===== config.mk =====
export PLATFORM = sky130hd
export DESIGN_NAME = product_accumulator
export DESIGN_NICKNAME = d
export VERILOG_FILES = /design/src/rtl/mac_pkg.sv /design/src/rtl/term_counter.sv /design/src/rtl/product_accumulator.sv
export SDC_FILE = /design/constraint.sdc
export NUM_CORES = 1
export LEC_CHECK = 0
export BUFFER_PORTS_ARGS = -buffer_cell sky130_fd_sc_hd__buf_2
export CAP_MARGIN = 20
export CELL_PAD_IN_SITES_DETAIL_PLACEMENT = 1
export CELL_PAD_IN_SITES_GLOBAL_PLACEMENT = 1
export CORE_ASPECT_RATIO = 2
export CORE_MARGIN = 2
export CORE_UTILIZATION = 30
export DETAILED_ROUTE_END_ITERATION = 10
export PLACE_DENSITY_LB_ADDON = 0.1
export SYNTH_ARGS = -nofsm -noshare
export SYNTH_HDL_FRONTEND = slang
export SYNTH_SLANG_ARGS = --single-unit
export TNS_END_PERCENT = 1

===== constraint.sdc =====
create_clock -name clk -period 2.6 [get_ports clk]
set_clock_uncertainty 0.1 [all_clocks]
set_input_delay 0.52 -clock clk [delete_from_list [all_inputs] [get_ports clk]]
set_output_delay 0.52 -clock clk [all_outputs]
set_load 0.02 [all_outputs]

===== src/rtl/mac_pkg.sv =====
// rtl/mac_pkg.sv - shared defaults, state encoding and width helper for the MAC datapath
package mac_pkg;

    localparam int PROD_W_DEF = 8;
    localparam int COUNT_DEF  = 4;

    typedef enum logic {
        ST_ACCUM = 1'b0,
        ST_HOLD  = 1'b1
    } acc_state_t;

    function automatic int clog2(input int value);
        int r;
        r = 0;
        while ((1 << r) < value) begin
            r = r + 1;
        end
        return r;
    endfunction

endpackage


===== src/rtl/term_counter.sv =====
// rtl/term_counter.sv - modulo-COUNT term counter with sync clear and async reset
module term_counter #(
    parameter int COUNT = 4
) (
    input  logic       clk,
    input  logic       rst,
    input  logic       inc,
    input  logic       clear,
    output logic [3:0] count,
    output logic       last
);

    assign last = (count == 4'(COUNT - 1));

    always_ff @(posedge clk or posedge rst) begin
        if (rst) begin
            count <= 4'd0;
        end else if (clear) begin
            count <= 4'd0;
        end else if (inc) begin
            count <= last ? 4'd0 : count + 4'd1;
        end
    end

endmodule


===== src/rtl/product_accumulator.sv =====
// rtl/product_accumulator.sv - sums COUNT multiplier products into one registered result
// with valid/ready on both sides and a zero-bubble handoff from HOLD.
module product_accumulator
    import mac_pkg::*;
#(
    parameter int PROD_W = PROD_W_DEF,
    parameter int COUNT  = COUNT_DEF,
    parameter int ACC_W  = 10
) (
    input  logic              clk,
    input  logic              rst,
    input  logic [PROD_W-1:0] prod_in,
    input  logic              prod_valid,
    output logic              prod_ready,
    input  logic              clear,
    output logic [ACC_W-1:0]  acc_out,
    output logic              acc_valid,
    input  logic              acc_ready,
    output logic [3:0]        term_count
);

    if (COUNT < 1 || COUNT > 16) begin : g_bad_count
        $error("product_accumulator: COUNT must be within 1..16");
    end
    if (ACC_W < PROD_W + clog2(COUNT)) begin : g_bad_width
        $error("product_accumulator: ACC_W too narrow for COUNT products");
    end

    acc_state_t       state;
    logic [ACC_W-1:0] acc;
    logic [ACC_W-1:0] prod_ext;
    logic [ACC_W-1:0] sum;
    logic             prod_hs;
    logic             last;

    assign prod_ext = ACC_W'(prod_in);
    assign sum      = acc + prod_ext;

    // In HOLD the input side only moves when the result leaves in the same cycle.
    assign prod_ready = !rst && !clear && ((state == ST_ACCUM) || acc_ready);
    assign prod_hs    = prod_valid && prod_ready;

    term_counter #(
        .COUNT(COUNT)
    ) u_term_counter (
        .clk  (clk),
        .rst  (rst),
        .inc  (prod_hs),
        .clear(clear),
        .count(term_count),
        .last (last)
    );

    always_ff @(posedge clk or posedge rst) begin
        if (rst) begin
            state     <= ST_ACCUM;
            acc       <= '0;
            acc_out   <= '0;
            acc_valid <= 1'b0;
        end else if (clear) begin
            state     <= ST_ACCUM;
            acc       <= '0;
            acc_valid <= 1'b0;
        end else begin
            case (state)
                ST_ACCUM: begin
                    if (prod_hs) begin
                        if (last) begin
                            acc_out   <= sum;
                            acc_valid <= 1'b1;
                            acc       <= '0;
                            state     <= ST_HOLD;
                        end else begin
                            acc <= sum;
                        end
                    end
                end
                ST_HOLD: begin
                    if (acc_ready) begin
                        if (prod_valid && (COUNT == 1)) begin
                            acc_out <= prod_ext;
                        end else if (prod_valid) begin
                            acc       <= prod_ext;
                            acc_valid <= 1'b0;
                            state     <= ST_ACCUM;
                        end else begin
                            acc_valid <= 1'b0;
                            state     <= ST_ACCUM;
                        end
                    end
                end
                default: state <= ST_ACCUM;
            endcase
        end
    end

endmodule


==> run metrics <==
LEAKAGE=about 0.0009 µW; NetSw=222 µW; Worst Path Required=2.66 ns; Post-CTS Resized=0; crit path launch type=flop; die area=5680 µm²; Critical Path End Type=flop; CTS H-Tree Depth=1; sequential share of power=0.512; worst skew pair latency=0.27 ns; Ports=29; final design utilization=0.367; WL/cell=around 16 µm; most common cell after layout, fill and taps aside=buf_2; max_cap viols=0; Synth Warn #=0; Crit Path Max Fanout=18; sequential share of the synthesized area=0.429; router iterations before antenna repair=4; Die Ht=105 µm; Slew Limit Headroom=0.602; Fin. Hold Viols=0; status=finished clean; clk buf depth=2; Port-buffer cells=28; Final Power=827 µW; FF-to-FF End=acc_out[0]$_DFFE_PP0P_; Yosys reg bits=26; largest net degree at the start of global routing=19; Sum Neg Setup Slack=0 ns; min Tclk post-route=2.19 ns; WS Path Type=flop to flop; Synth Area in Simple Gates=0.180; Die X-Extent=54.3 µm; core area=4860 µm²; vias in the first global route=between 1000 and 1500; drt initial violations=16; vias per cell=~5.2; internal cell power=605 µW; post-synthesis cell area=1520 µm²; switch share=0.269; worst hold path type=input port to async pin; row count=36; largest family of logic cells by synthesized area=compound AO/OA/AOI/OAI gates; Clk pwr share=0.319; Post-Syn Area per Cell=9.86 µm²; total congestion overflow=0; cts hold-fix bufs=0; ys async rst share=1.00; RR Startpoint=u_term_counter.count[0]$_DFFE_PP0N_; Comb pwr share=0.169; Initial Util=0.312; arrival time worst endpoint=2.25 ns; reg2reg setup slack=0.41 ns; total detailed-routing wirelength=3.88 mm; Power Density=463 nW/µm²; first-pass GRT wire length=6.64 mm; Tot GR Track Use=0.156; Vias=1275; final setup violation count=0; Synth Area in Adders=0.0874; commonest non-fill, non-tap cells in the layout=28 x buf_2, 26 x dfrtp_1, 15 x nor2_1; Critical Path End=acc_out[0]$_DFFE_PP0P_; Post-synth EDFFs=0; TritonCTS Buffers=3; Ant. Diodes=0; Routed Antenna Nets=0; fin crit share=0.841; dpl hpwl=approximately 3 mm; Slew Limit Fails=0; layout cells sized above 1=0.237; Nets=210; Synth Flop Type=dfrtp_1; Post-Synthesis Cells=154; Max IR drop VDD=0.284 mV; XOR/XNOR Fraction of Synth Area=0.0404; Area growth syn-to-layout=17.6%; DR DRC count=0; post-synthesis mux area share=0.0272; Reg clk slew, reported paths=0.09 ns; Critical Path Start=u_term_counter.count[0]$_DFFE_PP0N_; Compound-Gate Fraction of Synth Area=0.203; postcts setup bufs=0; Net Count, Synth=177; fmax=0.458 GHz; routability congestion estimate from global placement=0.761; Synth cell types=between 40 and 50; Slew @ Worst Pin=approximately 0.60 ns; CTS tree=done; initial antenna violation count=0; FILL cells=588; Reg2Reg Depth=5; CTS Root Cell=clkbuf_8; RSZ-0062 raised after global routing=false; Sink Count=26
## Yosys cell counts, types with 2 or more instances
cell type,number,area [µm²]
inv_1,8,30.0
nand2_1,13,48.8
buf_2,2,10.0
dfrtp_1,26,651
xor2_1,7,61.3
a22oi_1,5,37.5
mux2i_1,3,30.0
nand2b_1,4,25.0
nor2_1,15,56.3
a21o_1,5,37.5
a21oi_1,10,50.1
a221o_1,2,20.0
nand3_1,2,10.0
o21ai_1,5,25.0
o21ai_0,9,45.0
nor3_1,2,10.0
ha_1,9,113
## critical path, cell delays in order, from the launching register on
cell and delay (ns):
dfrtp_1 0.42, ha_1 0.18, nor3b_2 0.31, nor4b_4 0.35
nand2_2 0.32, mux2_1 0.40
## per-layer routing
metal / up-vias / wire [µm] / global-route usage
met5: - / 0 / 0
met4: 0 / 52 / 0.0536
met3: 4 / 127 / 0.0186
met2: 25 / 2190 / 0.281
met1: 629 / 1510 / 0.178
li1: 617 / - / -
## per-stage QoR
| step | hold slack (ns) | std cells | setup WS (ns) | cell area [µm²] |
|---|---|---|---|---|
| global placement | 0.360 | 239 | 0.289 | 1730 |
| finish | 0.169 | 243 | 0.414 | 1790 |
| detailed placement | 0.365 | 239 | 0.259 | 1730 |
| CTS | 0.177 | 243 | 0.345 | 1790 |
| global route | 0.210 | 243 | 0.212 | 1790 |
| floorplan | 0.363 | 154 | 0.523 | 1520 |
## flip-flops by register name, summed over array words and instances, names as in the netlist
| register | count |
|---|---|
| acc | 10 |
| u_term_counter.count | 4 |
| state | 1 |
| acc_out | 10 |
| acc_valid | 1 |
## cell type report
cell class              count  area [µm²]  area share
clock buffers               4        55.1      0.0308
inverters                   8        30.0      0.0168
multi-input cells         117         816       0.457
flip-flops and latches     26         651       0.364
well taps                  57        71.3      0.0399
repair buffers             31         163      0.0911
## cell families (layout without fill, tap and decap cells)
| group | after synthesis | after routing |
|---|---|---|
| compound gates | 47 | 47 |
| flops | 26 | 26 |
| buf+inv | 11 | 43 |
| fa+ha+maj | 10 | 10 |
| mux | 4 | 4 |
| xor+xnor | 7 | 7 |
| simple gates | 49 | 49 |
## power by group through the flow
| stage | Combinational [µW] | Clock [µW] | Sequential (µW) |
|---|---|---|---|
| after global routing | 160 | 288 | 425 |
| after floorplan | 95.4 | 0 | 432 |
| after global placement | 140 | 0 | 430 |
| after detailed placement | 142 | 0 | 431 |
| final | 140 | 264 | 423 |
| after CTS | 143 | 275 | 423 |
## worst min-delay path by stage
stage	startpoint	cells past startpoint	slack, ns	to
detailed placement	acc_out[8]$_DFFE_PP0P_	2	0.37	acc_out[8]$_DFFE_PP0P_
CTS	rst	2	0.18	acc_out[9]$_DFFE_PP0P_
global route	rst	2	0.21	acc_out[9]$_DFFE_PP0P_
floorplan	acc[0]$_DFFE_PP0P_	2	0.36	acc[0]$_DFFE_PP0P_
global placement	acc_out[8]$_DFFE_PP0P_	2	0.36	acc_out[8]$_DFFE_PP0P_
finish	rst	2	0.17	acc_out[9]$_DFFE_PP0P_
(Power assumes the default switching activity.)
